File: config.mk
export PLATFORM = sky130hd
export DESIGN_NAME = des_key_sched_seq
export DESIGN_NICKNAME = d
export VERILOG_FILES = /design/src/rtl/des_key_sched_seq.sv
export SDC_FILE = /design/constraint.sdc
export NUM_CORES = 1
export LEC_CHECK = 0
export CAP_MARGIN = 5
export CORE_UTILIZATION = 33
export DETAILED_ROUTE_END_ITERATION = 10
export PLACE_DENSITY_LB_ADDON = 0.15
export SETUP_SLACK_MARGIN = 0.1
export SLEW_MARGIN = 25
export SYNTH_ARGS = -nofsm -noshare
export SYNTH_HDL_FRONTEND = slang
export SYNTH_SLANG_ARGS = --single-unit
File: constraint.sdc
create_clock -name clk -period 7.65 [get_ports clk]
set_input_delay 2.295 -clock clk [delete_from_list [all_inputs] [get_ports clk]]
set_output_delay 2.295 -clock clk [all_outputs]
set_load 0.01 [all_outputs]
File: src/rtl/des_key_sched_seq.sv
// -----------------------------------------------------------------------------
// des_key_sched_seq
//
// Sequential DES round-key generator for an iterative DES datapath.
// A 64-bit key is loaded on start and reduced to the 56-bit C||D register
// through PC-1. Round keys are then offered one at a time through PC-2 on a
// valid/ready interface. Encrypt order is K1..K_ROUNDS. Decrypt order is
// K_ROUNDS..K1.
//
// In decrypt mode the walk starts from C||D of the last round. When the total
// rotation over all rounds is a multiple of 28, that register equals PC-1 of
// the key, so no preparation is needed. Otherwise a PRE phase of ROUNDS cycles
// rotates forward first.
//
// Parameters:
//   ROUNDS     number of round keys generated (1..16)
//   ROT_SCHED  bit r-1 set  -> round r rotates by 1, clear -> rotates by 2
//
// Ports:
//   clk      rising-edge clock
//   rst      asynchronous active-high reset
//   key_in   64-bit DES key, DES bit 1 = key_in[63] (parity bits ignored)
//   mode     0 = encrypt order, 1 = decrypt order (sampled with start)
//   start    load request, honoured only when idle
//   busy     high while preparing or generating keys
//   k_out    PC-2 of the current C||D, valid while k_valid
//   k_idx    round number of k_out (1..ROUNDS)
//   k_valid  round key offered
//   k_ready  consumer accepts k_out when k_valid && k_ready
//   done     one-cycle pulse in the cycle after the last key is accepted
//   cd_out   current C||D register (C = [55:28])
// -----------------------------------------------------------------------------
module des_key_sched_seq #(
    parameter int          ROUNDS    = 16,
    parameter logic [15:0] ROT_SCHED = 16'h8103
) (
    input  logic        clk,
    input  logic        rst,
    input  logic [63:0] key_in,
    input  logic        mode,
    input  logic        start,
    output logic        busy,
    output logic [47:0] k_out,
    output logic [4:0]  k_idx,
    output logic        k_valid,
    input  logic        k_ready,
    output logic        done,
    output logic [55:0] cd_out
);

    typedef enum logic [1:0] {
        ST_IDLE = 2'd0,
        ST_PRE  = 2'd1,
        ST_GEN  = 2'd2
    } state_t;

    // PC-1: output bit i (DES numbering, 1-based) takes key bit PC1_TAB[i-1]
    localparam logic [5:0] PC1_TAB [56] = '{
        6'd57, 6'd49, 6'd41, 6'd33, 6'd25, 6'd17, 6'd9,  6'd1,
        6'd58, 6'd50, 6'd42, 6'd34, 6'd26, 6'd18, 6'd10, 6'd2,
        6'd59, 6'd51, 6'd43, 6'd35, 6'd27, 6'd19, 6'd11, 6'd3,
        6'd60, 6'd52, 6'd44, 6'd36, 6'd63, 6'd55, 6'd47, 6'd39,
        6'd31, 6'd23, 6'd15, 6'd7,  6'd62, 6'd54, 6'd46, 6'd38,
        6'd30, 6'd22, 6'd14, 6'd6,  6'd61, 6'd53, 6'd45, 6'd37,
        6'd29, 6'd21, 6'd13, 6'd5,  6'd28, 6'd20, 6'd12, 6'd4
    };

    // PC-2: round-key bit i takes C||D bit PC2_TAB[i-1]
    localparam logic [5:0] PC2_TAB [48] = '{
        6'd14, 6'd17, 6'd11, 6'd24, 6'd1,  6'd5,  6'd3,  6'd28,
        6'd15, 6'd6,  6'd21, 6'd10, 6'd23, 6'd19, 6'd12, 6'd4,
        6'd26, 6'd8,  6'd16, 6'd7,  6'd27, 6'd20, 6'd13, 6'd2,
        6'd41, 6'd52, 6'd31, 6'd37, 6'd47, 6'd55, 6'd30, 6'd40,
        6'd51, 6'd45, 6'd33, 6'd48, 6'd44, 6'd49, 6'd39, 6'd56,
        6'd34, 6'd53, 6'd46, 6'd42, 6'd50, 6'd36, 6'd29, 6'd32
    };

    // Total rotation over all generated rounds, evaluated at elaboration
    function automatic int tot_rot_f();
        int          t;
        logic [15:0] s;
        t = 0;
        s = ROT_SCHED;
        for (int r = 0; r < ROUNDS; r++) begin
            t = t + (s[0] ? 1 : 2);
            s = s >> 1;
        end
        return t;
    endfunction

    localparam int         TOT  = tot_rot_f();
    localparam logic       WRAP = ((TOT % 28) == 0);
    localparam logic [4:0] LAST = 5'(ROUNDS);

    // DES bit n (1-based, MSB first) of a 64-bit word is word[64-n]; with a
    // 6-bit index, 0 - n wraps to exactly 64 - n.
    function automatic logic [55:0] pc1_f(input logic [63:0] k);
        logic [55:0] r;
        logic [5:0]  i;
        logic [5:0]  src;
        r = 56'd0;
        for (i = 6'd0; i < 6'd56; i = i + 6'd1) begin
            src            = PC1_TAB[i];
            r[6'd55 - i]   = k[6'd0 - src];
        end
        return r;
    endfunction

    function automatic logic [47:0] pc2_f(input logic [55:0] cd);
        logic [47:0] r;
        logic [5:0]  i;
        logic [5:0]  src;
        r = 48'd0;
        for (i = 6'd0; i < 6'd48; i = i + 6'd1) begin
            src            = PC2_TAB[i];
            r[6'd47 - i]   = cd[6'd56 - src];
        end
        return r;
    endfunction

    // True when round r (1-based) rotates by two positions
    function automatic logic rot_two_f(input logic [4:0] r);
        logic [4:0] m;
        m = r - 5'd1;
        return ~ROT_SCHED[m[3:0]];
    endfunction

    function automatic logic [27:0] rotl28_f(input logic [27:0] x, input logic two);
        return two ? {x[25:0], x[27:26]} : {x[26:0], x[27]};
    endfunction

    function automatic logic [27:0] rotr28_f(input logic [27:0] x, input logic two);
        return two ? {x[1:0], x[27:2]} : {x[0], x[27:1]};
    endfunction

    // C and D halves rotate independently
    function automatic logic [55:0] rotl56_f(input logic [55:0] cd, input logic two);
        return {rotl28_f(cd[55:28], two), rotl28_f(cd[27:0], two)};
    endfunction

    function automatic logic [55:0] rotr56_f(input logic [55:0] cd, input logic two);
        return {rotr28_f(cd[55:28], two), rotr28_f(cd[27:0], two)};
    endfunction

    state_t      state_r;
    logic [55:0] cd_r;
    logic [4:0]  k_idx_r;
    logic        k_valid_r;
    logic        done_r;
    logic        mode_r;

    logic [55:0] cd_load_s;
    logic [55:0] cd_first_s;
    logic [55:0] cd_fwd_s;
    logic [55:0] cd_enc_s;
    logic [55:0] cd_dec_s;
    logic        xfer_s;

    // Candidate next values of C||D for every state transition
    always_comb begin
        cd_load_s  = pc1_f(key_in);
        cd_first_s = rotl56_f(cd_load_s, rot_two_f(5'd1));
        cd_fwd_s   = rotl56_f(cd_r, rot_two_f(k_idx_r));
        cd_enc_s   = rotl56_f(cd_r, rot_two_f(k_idx_r + 5'd1));
        cd_dec_s   = rotr56_f(cd_r, rot_two_f(k_idx_r));
        xfer_s     = k_valid_r & k_ready;
    end

    // Control FSM and key-schedule state
    always_ff @(posedge clk or posedge rst) begin
        if (rst) begin
            state_r   <= ST_IDLE;
            cd_r      <= 56'd0;
            k_idx_r   <= 5'd0;
            k_valid_r <= 1'b0;
            done_r    <= 1'b0;
            mode_r    <= 1'b0;
        end else begin
            done_r <= 1'b0;
            case (state_r)
                ST_IDLE: begin
                    if (start) begin
                        mode_r <= mode;
                        if (!mode) begin
                            cd_r      <= cd_first_s;
                            k_idx_r   <= 5'd1;
                            k_valid_r <= 1'b1;
                            state_r   <= ST_GEN;
                        end else if (WRAP) begin
                            // C||D after the last round equals PC-1 of the key
                            cd_r      <= cd_load_s;
                            k_idx_r   <= LAST;
                            k_valid_r <= 1'b1;
                            state_r   <= ST_GEN;
                        end else begin
                            cd_r      <= cd_load_s;
                            k_idx_r   <= 5'd1;
                            state_r   <= ST_PRE;
                        end
                    end
                end
                ST_PRE: begin
                    // Walk forward to C||D of the last round before offering keys
                    cd_r <= cd_fwd_s;
                    if (k_idx_r == LAST) begin
                        k_valid_r <= 1'b1;
                        state_r   <= ST_GEN;
                    end else begin
                        k_idx_r <= k_idx_r + 5'd1;
                    end
                end
                ST_GEN: begin
                    if (xfer_s) begin
                        if (!mode_r) begin
                            if (k_idx_r == LAST) begin
                                k_valid_r <= 1'b0;
                                done_r    <= 1'b1;
                                state_r   <= ST_IDLE;
                            end else begin
                                cd_r    <= cd_enc_s;
                                k_idx_r <= k_idx_r + 5'd1;
                            end
                        end else begin
                            if (k_idx_r == 5'd1) begin
                                k_valid_r <= 1'b0;
                                done_r    <= 1'b1;
                                state_r   <= ST_IDLE;
                            end else begin
                                // Undo the rotation that produced the current round
                                cd_r    <= cd_dec_s;
                                k_idx_r <= k_idx_r - 5'd1;
                            end
                        end
                    end
                end
                default: begin
                    state_r   <= ST_IDLE;
                    k_valid_r <= 1'b0;
                end
            endcase
        end
    end

    // Output mapping; k_out is PC-2 of the register with no added latency
    always_comb begin
        busy    = (state_r != ST_IDLE);
        k_out   = pc2_f(cd_r);
        k_idx   = k_idx_r;
        k_valid = k_valid_r;
        done    = done_r;
        cd_out  = cd_r;
    end

endmodule

==> metrics.csv <==
metric;value;unit
status;finished clean;
fin crit share;62.51;%
leakage power of the design;3.392;nW
synth unique cells;47;
via count of the first global-routing pass;6676;
top post-synthesis cells by count;sky130_fd_sc_hd__nand2_1, sky130_fd_sc_hd__nor2_1, sky130_fd_sc_hd__a21oi_1, sky130_fd_sc_hd__dfrtp_1, sky130_fd_sc_hd__mux2i_1;
Yosys top cell by area;sky130_fd_sc_hd__dfrtp_1;
highest achievable clock rate;209.1;MHz
number of maximum-capacitance constraint violations;0;
number of vias in the routed layout;7168;
ANT cells;0;
share of synthesized area occupied by flip-flops and latches;22.63;%
floorplan die area;22030;sq um
Switching Share;49.73;%
number of setup buffers added after CTS;0;
fin area;8848;sq um
buffering stage count on the worst path with inverters included;2;
CTS tree;yes;
IR Drop Worst-Case VDD;0.0003225;V
RSZ-0062 raised after global routing;no;
proportion of power drawn by the clock network;10.1;%
top-area cell type share of the netlist area;22.63;%
Max Transition Viols Final;0;
clock tree buffer depth;2;
Max transition margin;31.83;%
number of buffers created by CTS;9;
floorplan core area;21020;sq um
final net count;1107;
syn avg cell area;7.281;sq um
most used flip-flop cell after synthesis;sky130_fd_sc_hd__dfrtp_1;
Comb power frac;72.3;%
clock skew after layout;0.008653;ns
Worst-Skew Late Latency;0.34;ns
mean routed wirelength per cell;17.30;microns
Req. time, crit path;5.36;ns
Critical Path AT;2.49;ns
antenna violations before repair;0;
Net Count, Synth;1046;
Die Y;148.4;microns
count of yosys warnings during synthesis;0;
overall overflow remaining after global route;0;
Critical Setup Path Class;register to output pin;
highest fanout seen on the critical path;64;
final sum of negative setup slack;0;ns
maximum number of pins on one net before global-route repair;80;
number of synthesized flops with an enable pin;0;
final setup fails;0;
cell depth of the worst hold path;1;
Hold Fails Final Rpt;0;
type of element capturing the critical path;output pin;
global-route usage over all layers;20.98;%
sequential cell fraction of total power;17.6;%
CTS hold repair buffers;0;
slowest cell delay on critical path;0.77;ns
violation count after the first detailed-routing iteration;371;
Cell Chain, Critical Path;buf_4 > clkdlybuf4s50_1;
number of standard cells after synthesis;972;
Final ANT Viol Nets;0;
vias per cell;5.459;
Worst-Margin Slew;1.023;ns
detailed placement HPWL;14410;microns
DRT Pass-1 Iters;6;
post-CTS clock slew at the launch and capture registers of the worst setup and hold paths;0.06;ns
detailed-route wire length;22720;microns
area growth from synthesis to final layout;25.04;%
class of the tightest hold or removal check;register to register;
dpl ws;2.861;ns
global-route wire length before repair;37030;microns
Placed Instance Area;8522;sq um
async set-or-reset flop fraction in the synthesized netlist;100.0;%
WP depth;2;
PortBufs;172;
internal power consumption;0.002318;W
routability congestion estimate from global placement;0.7461;
number of resized instances in the post-cts repair step;0;
netlist area before placement;7077;sq um
Remaining DRCs;0;
Worst Reg-to-Reg Cells;10;
maximum level of the CTS H-tree;3;
Site Rows;53;
net switching power;0.002293;W
CTS sink count;64;
element type at the critical path start;register;
Synth Register Bits;64;
min Tclk post-route;4.782;ns
largest cells by area after synthesis;sky130_fd_sc_hd__dfrtp_1, sky130_fd_sc_hd__nand2_1, sky130_fd_sc_hd__mux2i_1;
buffer cell driving the clock tree root;sky130_fd_sc_hd__clkbuf_16;
power density of the placed cells;521.1;nW/um^2
standard cell with the maximum stage delay on the critical path;sky130_fd_sc_hd__dfrtp_2;
category of cells accounting for the largest share of critical-path delay;buffers and inverters;
most frequent cell after synthesis;sky130_fd_sc_hd__nand2_1;
worst path setup slack after routing;2.868;ns
starting utilization of the core area;33.66;%
layout cell share with drive strength beyond 1;10.21;%
number of placed I/O pins;181;
horizontal die dimension;148.4;microns
==> power groups by stage <==
stage / Combinational (W) / Clock (W) / Sequential [W]
3_5_place_dp: 0.00334 / 0 / 0.000818
3_3_place_gp: 0.00330 / 0 / 0.000821
4_1_cts: 0.00336 / 0.000476 / 0.000813
2_1_floorplan: 0.00253 / 0 / 0.000727
5_1_grt: 0.00367 / 0.000487 / 0.000851
6_report: 0.00334 / 0.000465 / 0.000810
==> logic make-up (layout without fill, tap and decap cells) <==
family	Yosys count	after routing	synth area share, %
flops	64	64	22.63
simple gates	338	338	19.71
compound gates	302	302	27.14
buf+inv	140	206	10.96
xor+xnor	6	6	1.008
mux	117	117	17.66
fa+ha+maj	5	5	0.8840
==> layout by cell type (no fill, tap or decap), drive strengths merged, types with 3 or more instances in the layout <==
master,n
a31oi,30
o22a,4
dfrtp,64
buf,15
inv,5
nand3,3
nor2,89
o221ai,28
a32o,4
nor3,7
clkdlybuf4s50,170
and2,4
or2,27
clkbuf,11
mux2,53
or4,3
a211o,3
o22ai,25
ha,5
o31a,24
a21oi,83
a21boi,31
o21ai,63
mux2i,64
xnor2,4
nand2,199
==> metrics by stage <==
step	util, %	total power (W)	hold slack [ns]	instances
5_1_grt	42.09	0.005011	0.6113	1313
4_1_cts	42.07	0.004647	0.5899	1313
3_5_place_dp	40.54	0.004158	0.5751	1297
2_1_floorplan	-	0.003257	0.5791	972
3_3_place_gp	40.39	0.004126	0.5705	1296
6_report	42.09	0.004611	0.5801	1313
==> registers in the layout, indices dropped and copies added (netlist names) <==
register and flops:
done 1, k_idx 5, mode_r 1, k_valid 1, cd_out 56
==> final timing paths <==
path	end	slack, ns	start
min reg2reg	k_idx[4]	0.58	k_idx[4]
max reg2reg	cd_out[54]	4.19	k_idx[0]
max in group asynchronous	k_valid	4.45	rst
max	busy	2.87	k_valid
min in group asynchronous	cd_out[50]	2.55	rst
min	k_idx[4]	0.58	k_idx[4]
==> cell type report <==
class | instances | area [sq um]
clock buffer | 11 | 242.7
clock inverter | 5 | 80.08
fill | 2170 | 12170
inverter | 5 | 18.77
multi-input combinational | 768 | 4725
sequential | 64 | 1604
tap | 275 | 344.1
timing repair buffer | 185 | 1834
==> metal layers <==
layer	vias up	track usage [%]	wire (microns)
met4	0	4.742	187
met3	10	2.730	1258
met5	-	0	0
met2	222	33.29	10200
met1	3402	30.03	11070
li1	3534	-	-
==> worst reg2reg max path, delay by kind of cell (launching register included) <==
kind	cells	cell delay, ns
AO/OA/AOI/OAI	3	0.45
adder cells (fa/ha/maj)	1	0.33
buffers and inverters	2	0.67
flip-flops	1	0.59
multiplexers	1	0.39
AND/OR/NAND/NOR	3	0.89
Power figures use the tool's default switching activity.
